### config.mk
export PLATFORM = sky130hd
export DESIGN_NAME = pc_next_unit
export DESIGN_NICKNAME = d
export VERILOG_FILES = /design/src/rtl/pc_pkg.sv /design/src/rtl/pc_next_unit_cond_eval.sv /design/src/rtl/pc_next_unit.sv
export SDC_FILE = /design/constraint.sdc
export NUM_CORES = 1
export LEC_CHECK = 0
export CORE_MARGIN = 3
export CORE_UTILIZATION = 60
export DETAILED_ROUTE_END_ITERATION = 12
export GPL_ROUTABILITY_DRIVEN = 0
export PLACE_DENSITY_LB_ADDON = 0.15
export SYNTH_ARGS = -nofsm -noshare
export SYNTH_HDL_FRONTEND = slang
export SYNTH_SLANG_ARGS = --single-unit
### constraint.sdc
create_clock -name i_clk -period 8.8 [get_ports i_clk]
set_clock_uncertainty 0.2 [all_clocks]
set_input_delay 1.76 -clock i_clk [delete_from_list [all_inputs] [get_ports i_clk]]
set_output_delay 1.76 -clock i_clk [all_outputs]
set_load 0.05 [all_outputs]
### src/rtl/pc_pkg.sv
// Shared constants for the PC next-address unit: op classes, condition codes, flag bit positions.
// Latency: n/a (constants and a pure helper function only).
// Backpressure: n/a.
package pc_pkg;

  // Op class field, op[7:4]
  localparam logic [3:0] CLS_BRANCH = 4'b1100;
  localparam logic [3:0] CLS_JUMP   = 4'b1000;
  localparam logic [3:0] CLS_JAL    = 4'b1001;
  localparam logic [3:0] CLS_RET    = 4'b1010;

  // Condition field, op[3:0]
  localparam logic [3:0] CC_EQ = 4'b0000;
  localparam logic [3:0] CC_NE = 4'b0001;
  localparam logic [3:0] CC_CS = 4'b0010;
  localparam logic [3:0] CC_CC = 4'b0011;
  localparam logic [3:0] CC_HI = 4'b0100;
  localparam logic [3:0] CC_LS = 4'b0101;
  localparam logic [3:0] CC_GT = 4'b0110;
  localparam logic [3:0] CC_LE = 4'b0111;
  localparam logic [3:0] CC_FS = 4'b1000;
  localparam logic [3:0] CC_FC = 4'b1001;
  localparam logic [3:0] CC_LO = 4'b1010;
  localparam logic [3:0] CC_HS = 4'b1011;
  localparam logic [3:0] CC_LT = 4'b1100;
  localparam logic [3:0] CC_GE = 4'b1101;
  localparam logic [3:0] CC_UC = 4'b1110;
  localparam logic [3:0] CC_NV = 4'b1111;

  // Bit positions inside the flag vector
  localparam int FLG_C = 0;
  localparam int FLG_L = 1;
  localparam int FLG_F = 2;
  localparam int FLG_Z = 3;
  localparam int FLG_N = 4;

  // True for the four classes that can redirect the PC
  function automatic logic is_ctrl_class(input logic [3:0] cls);
    return (cls == CLS_BRANCH) || (cls == CLS_JUMP) ||
           (cls == CLS_JAL)    || (cls == CLS_RET);
  endfunction

endpackage

### src/rtl/pc_next_unit_cond_eval.sv
// Condition-code evaluator: 4-bit condition against the 5-bit flag vector -> pass.
// Latency: purely combinational, zero cycles.
// Backpressure: none; no state.
module cond_eval
  import pc_pkg::*;
(
  input  logic [3:0] i_cond,
  input  logic [4:0] i_flags,
  output logic       o_pass
);

  logic w_c;
  logic w_l;
  logic w_f;
  logic w_z;
  logic w_n;

  assign w_c = i_flags[FLG_C];
  assign w_l = i_flags[FLG_L];
  assign w_f = i_flags[FLG_F];
  assign w_z = i_flags[FLG_Z];
  assign w_n = i_flags[FLG_N];

  // Decode each condition code into its flag predicate
  always_comb begin
    o_pass = 1'b0;
    case (i_cond)
      CC_EQ: o_pass = w_z;
      CC_NE: o_pass = ~w_z;
      CC_CS: o_pass = w_c;
      CC_CC: o_pass = ~w_c;
      CC_HI: o_pass = w_l;
      CC_LS: o_pass = ~w_l;
      CC_GT: o_pass = w_n;
      CC_LE: o_pass = ~w_n;
      CC_FS: o_pass = w_f;
      CC_FC: o_pass = ~w_f;
      CC_LO: o_pass = ~w_l & ~w_z;
      CC_HS: o_pass = w_l | w_z;
      CC_LT: o_pass = ~w_n & ~w_z;
      CC_GE: o_pass = w_n | w_z;
      CC_UC: o_pass = 1'b1;
      CC_NV: o_pass = 1'b0;
    endcase
  end

endmodule

### src/rtl/pc_next_unit.sv
// PC register with branch/jump/JAL/RET next-address selection and a circular return-address stack.
// Latency: taken is combinational; pc, flush and link outputs update one cycle after the op.
// Backpressure: i_en=0 stalls all state; flush/link_we drop to 0 while stalled.
module pc_next_unit #(
  parameter int                PC_W      = 16,
  parameter int                DISP_W    = 9,
  parameter int                RAS_DEPTH = 4,
  parameter logic [PC_W-1:0]   RESET_VEC = '0
) (
  input  logic              i_clk,
  input  logic              i_reset,
  input  logic              i_en,
  input  logic              i_instr_valid,
  input  logic [7:0]        i_op,
  input  logic [4:0]        i_flags,
  input  logic [DISP_W-1:0] i_disp,
  input  logic [PC_W-1:0]   i_target,
  output logic [PC_W-1:0]   o_pc,
  output logic              o_taken,
  output logic              o_flush,
  output logic              o_link_we,
  output logic [PC_W-1:0]   o_link_out,
  output logic              o_ras_empty,
  output logic              o_ras_full,
  output logic              o_ras_err
);

  import pc_pkg::*;

  localparam int PTR_W = $clog2(RAS_DEPTH);
  localparam int CNT_W = $clog2(RAS_DEPTH + 1);

  logic [PC_W-1:0]  r_pc;
  logic             r_flush;
  logic             r_link_we;
  logic [PC_W-1:0]  r_link_out;
  logic             r_ras_err;
  logic [PC_W-1:0]  r_ras [RAS_DEPTH];
  logic [PTR_W-1:0] r_top;
  logic [CNT_W-1:0] r_cnt;

  logic [3:0]       w_cls;
  logic             w_pass;
  logic             w_is_ctrl;
  logic             w_is_jal;
  logic             w_is_ret;
  logic             w_ras_empty;
  logic             w_ras_full;
  logic             w_taken;
  logic [PC_W-1:0]  w_pc_inc;
  logic [PC_W-1:0]  w_disp_ext;
  logic [PC_W-1:0]  w_tgt;
  logic [PTR_W-1:0] w_top_inc;
  logic             w_push;
  logic             w_pop;
  logic             w_underflow;

  cond_eval u_cond_eval (
    .i_cond  (i_op[3:0]),
    .i_flags (i_flags),
    .o_pass  (w_pass)
  );

  assign w_cls       = i_op[7:4];
  assign w_is_ctrl   = is_ctrl_class(w_cls);
  assign w_is_jal    = (w_cls == CLS_JAL);
  assign w_is_ret    = (w_cls == CLS_RET);
  assign w_ras_empty = (r_cnt == '0);
  assign w_ras_full  = (r_cnt == CNT_W'(RAS_DEPTH));

  // A RET with nothing to return to is refused rather than jumping to stale data
  assign w_taken = i_instr_valid & w_is_ctrl & w_pass & ~(w_is_ret & w_ras_empty);

  // All PC arithmetic wraps modulo 2^PC_W
  assign w_pc_inc   = r_pc + PC_W'(1);
  assign w_disp_ext = {{(PC_W-DISP_W){i_disp[DISP_W-1]}}, i_disp};
  assign w_top_inc  = r_top + PTR_W'(1);

  assign w_push      = i_en & w_taken & w_is_jal;
  assign w_pop       = i_en & w_taken & w_is_ret;
  assign w_underflow = i_en & i_instr_valid & w_is_ret & w_pass & w_ras_empty;

  // Redirect target for the current control op
  always_comb begin
    w_tgt = w_pc_inc;
    case (w_cls)
      CLS_BRANCH: w_tgt = r_pc + w_disp_ext;
      CLS_JUMP:   w_tgt = i_target;
      CLS_JAL:    w_tgt = i_target;
      CLS_RET:    w_tgt = r_ras[r_top];
      default:    w_tgt = w_pc_inc;
    endcase
  end

  // PC, flush pulse and link-register outputs
  always_ff @(posedge i_clk) begin
    if (i_reset) begin
      r_pc       <= RESET_VEC;
      r_flush    <= 1'b0;
      r_link_we  <= 1'b0;
      r_link_out <= '0;
    end else if (i_en) begin
      r_pc      <= w_taken ? w_tgt : w_pc_inc;
      r_flush   <= w_taken;
      r_link_we <= w_push;
      if (w_push) begin
        r_link_out <= w_pc_inc;
      end
    end else begin
      r_flush   <= 1'b0;
      r_link_we <= 1'b0;
    end
  end

  // Stack storage: a push lands one slot above the current top, overwriting the oldest when full
  always_ff @(posedge i_clk) begin
    if (!i_reset && w_push) begin
      r_ras[w_top_inc] <= w_pc_inc;
    end
  end

  // Top pointer and saturating occupancy count
  always_ff @(posedge i_clk) begin
    if (i_reset) begin
      r_top <= '0;
      r_cnt <= '0;
    end else if (w_push) begin
      r_top <= w_top_inc;
      if (!w_ras_full) begin
        r_cnt <= r_cnt + CNT_W'(1);
      end
    end else if (w_pop) begin
      r_top <= r_top - PTR_W'(1);
      r_cnt <= r_cnt - CNT_W'(1);
    end
  end

  // Sticky underflow indicator, cleared only by reset
  always_ff @(posedge i_clk) begin
    if (i_reset) begin
      r_ras_err <= 1'b0;
    end else if (w_underflow) begin
      r_ras_err <= 1'b1;
    end
  end

  assign o_pc        = r_pc;
  assign o_taken     = w_taken;
  assign o_flush     = r_flush;
  assign o_link_we   = r_link_we;
  assign o_link_out  = r_link_out;
  assign o_ras_empty = w_ras_empty;
  assign o_ras_full  = w_ras_full;
  assign o_ras_err   = r_ras_err;

endmodule

==> results.toml <==
[logic_synthesis]
synth_top_area_share_pct = 33.17
post_synth_main_area_contributors = "edfxtp_1 (33%), dfxtp_1 (15%), mux4_2 (6.2%)"
combinational_family_with_the_most_area_after_synthesis = "compound AO/OA/AOI/OAI gates"
synthDominantAreaCellType = "edfxtp_1"
seq_area_frac_synth_pct = 47.69
mappedNetlistNets = 557
synth_mux_area_share_pct = 10.15
async_flop_share_pct = 0
post_synth_instance_area_um2 = 5793
syn_inst = 493
synth.avg_cell_area_um2 = 11.75
synthesized_area_fraction_occupied_by_and_or_nand_nor_cells_pct = 13.13
synth-seq-cells = 106
netlist_top_cells_count = "edfxtp_1 (64), dfxtp_1 (42), nor2_1 (41), ha_1 (21)"
yosys_warnings = 0
synth_most_common_cell = "edfxtp_1"
synth_compound_gate_area_share_pct = 17.04
yosys_cell_types = 85
synth_adder_area_share_pct = 4.881
post_synth_xor_area_fraction_pct = 3.326
postSynth.topFlopCell = "edfxtp_1"
synth_edf_count = 64

[timing]
layout_min_cycle_time_ns = 6.382
slew_headroom_pct = 38.74
grt_setup_unrepaired = "no"
drv_slew = 0
setup_ws_ns = 2.418
setup_tns_ns = 0
hold_viol = 0
final_count_of_negative_setup_slack_endpoints = 0
max_freq_ghz = 0.1567
timing.final.crit_share_pct = 72.52
hold_ws_ns = 0.3033
max_slew.worst_pin.slew_ns = 0.9180

[cts]
post_cts_clock_slew_at_the_launch_and_capture_registers_of_the_worst_setup_and_hold_paths_ns = 0.11
clock_tree.root_cell = "clkbuf_8"
postCtsSetupBuffers = 0
worstSkewPairLatency_ns = 0.36
cts.htree.levels = 3
tritoncts_num_sinks = 106
number_of_buffers_between_clock_root_and_the_deepest_sink = 2
cts_buffers = 9
cts_tree = "yes"
ctsResizeCount = 0
cts.hold.buffers_added = 0

[cells_and_area]
final_core_utilization_pct = 73.20
multi_input_gate_area_in_the_final_layout_um2 = 2825
antenna_cells = 0
final_area_um2 = 6828
nets = 626
drive_gt1_share_pct = 11.11
register_area_um2 = 2763
areaGrowthSynthToFinish_pct = 17.86
post_route_insts_no_fill = 696
fillers = 636

[outcome]
status = "finished clean"

[setup_path]
cp_slowest_stage_delay_ns = 0.87
reg2regPathDepth = 8
worstPathArrival_ns = 4.42
worst_path_max_delay_cell = "clkdlybuf4s50_1"
worst_path_fanout_max = 29
worstPathBufferInverterCount = 3
most_numerous_cell_on_the_critical_path = "clkdlybuf4s50_1"
category_of_cells_accounting_for_the_largest_share_of_critical_path_delay = "buffers and inverters"
worst-setup-path-type = "input pin to output port"
crit_cells = 7
worstPathRequired_ns = 6.84
ordered_list_of_cells_on_the_worst_path = "clkdlybuf4s50_1 -> nand2b_1 -> a21oi_1 -> o2111ai_2 -> a21oi_2 -> buf_4 -> clkdlybuf4s50_1"
timing.critical_path.to_type = "output port"
setup.worst_path.start_class = "input pin"

[grt]
global_route.usage.total_pct = 25.81
grt_pass1_vias = 4260
global_route.overflow_total = 0
grt_pass1_wl_um = 22290
grt_max_degree = 37
antenna_found_initial = 0

[place]
number_of_instances_in_the_placed_design = 680
postPlaceCellArea_um2 = 6638
post-place-ws_ns = 2.447
port_buffers = 79
dp_hpwl_um = 9948

[drt]
dr.first_iter.drc_count = 354
drt_first_pass_iters = 5
wire_per_inst_um = 20.11
drc = 0
detail-route-antenna-nets = 0
wl_um = 14000
total_via_count_in_the_routed_design = 4417
detailed_route_vias_per_instance = 6.346

[power]
p_total_mw = 0.9477
power.density_cell_area_nw_per_um2 = 138.8
total_leakage_power_nw = 2.306
irDropWorstVdd_uv = 145.2

[floorplanning]
chipWidth_um = 104.3
design.die.area_um2 = 10870
floorplan.initialDensity_pct = 62.11
design.core.area_um2 = 9328
die_height_um = 104.3
num_rows = 35
top_level_ports = 80

[worst_hold_path]
hold_path_class = "flop to flop"
whs_path_depth = 2

[job]
drv_cap = 0
[cells by family after synthesis]
group,Yosys count
AOI/OAI and AO/OA,122
and+or+nand+nor,141
muxes,38
DFF,106
adders and majority gates,22
xor gates and xnor gates,22
buffers and inverters,42
[path summary, 6_finish.rpt]
path	start	to	slack, ns
worst max-delay path	i_op[1]	o_taken	2.42
worst min-delay path	o_ras_err$_SDFFE_PP0P_	o_ras_err$_SDFFE_PP0P_	0.30
worst max register to register	o_pc[0]$_SDFFE_PP0P_	o_pc[12]$_SDFFE_PP0P_	5.81
worst min register to register	o_ras_err$_SDFFE_PP0P_	o_ras_err$_SDFFE_PP0P_	0.30
[worst min-delay path, cell delays in order, from the launching register on]
cell     delay, ns
dfxtp_1       0.36
a41oi_1       0.05
nor2_1        0.07
[flip-flops by register name, summed over array words and instances, names as in the netlist, named ones only]
name and count:
r_ras 64, o_link_out 16, o_pc 16, r_cnt 3, r_top 2, o_flush 1, o_link_we 1, o_ras_err 1
[metal layers]
metal	track usage, %	wire length [um]	share of wire [%]
met1	36.14	6026	43
met2	41.51	6567	47
met3	4.283	1152	8.2
met4	7.882	248	1.8
met5	0	0	0
[placed cells by master (no fill, tap or decap), drive strengths merged, types with 4 or more instances in the layout]
cell type / Yosys / final
o32ai: 4 / 4
ha: 21 / 21
nand2b: 6 / 6
buf: 15 / 5
o21ai: 20 / 20
a221oi: 4 / 4
nand3: 17 / 17
nor3: 12 / 12
a21oi: 19 / 19
edfxtp: 64 / 64
clkbuf: 11 / 9
o21a: 6 / 6
nor3b: 4 / 4
a211oi: 13 / 13
mux4: 16 / 16
o211ai: 4 / 4
a31oi: 4 / 4
nand2: 19 / 19
dfxtp: 42 / 42
inv: 15 / 16
a222oi: 5 / 5
and4: 4 / 4
mux2i: 19 / 19
nand4: 7 / 7
clkdlybuf4s50: 0 / 79
clkinv: 1 / 6
and3: 11 / 11
xor2: 8 / 8
a22oi: 5 / 5
nor2: 41 / 41
xnor2: 14 / 14
[final cells by class]
cell class                      instances  share of cell area (%)
Sequential cell                       106                   40.46
Clock buffer                            9                   1.814
Multi-Input combinational cell        345                   41.38
Timing Repair Buffer                   84                   12.13
Tap cell                              129                   2.364
Inverter                               16                  0.8796
Clock inverter                          7                  0.9712
[power breakdown]
| group | internal [mW] | switching, mW | leakage, nW |
|---|---|---|---|
| registers | 0.528 | 0.00709 | 0.943 |
| logic | 0.0541 | 0.0753 | 1.27 |
| clock network | 0.108 | 0.175 | 0.0941 |
Note: power is estimated with default switching activity, not from simulation.
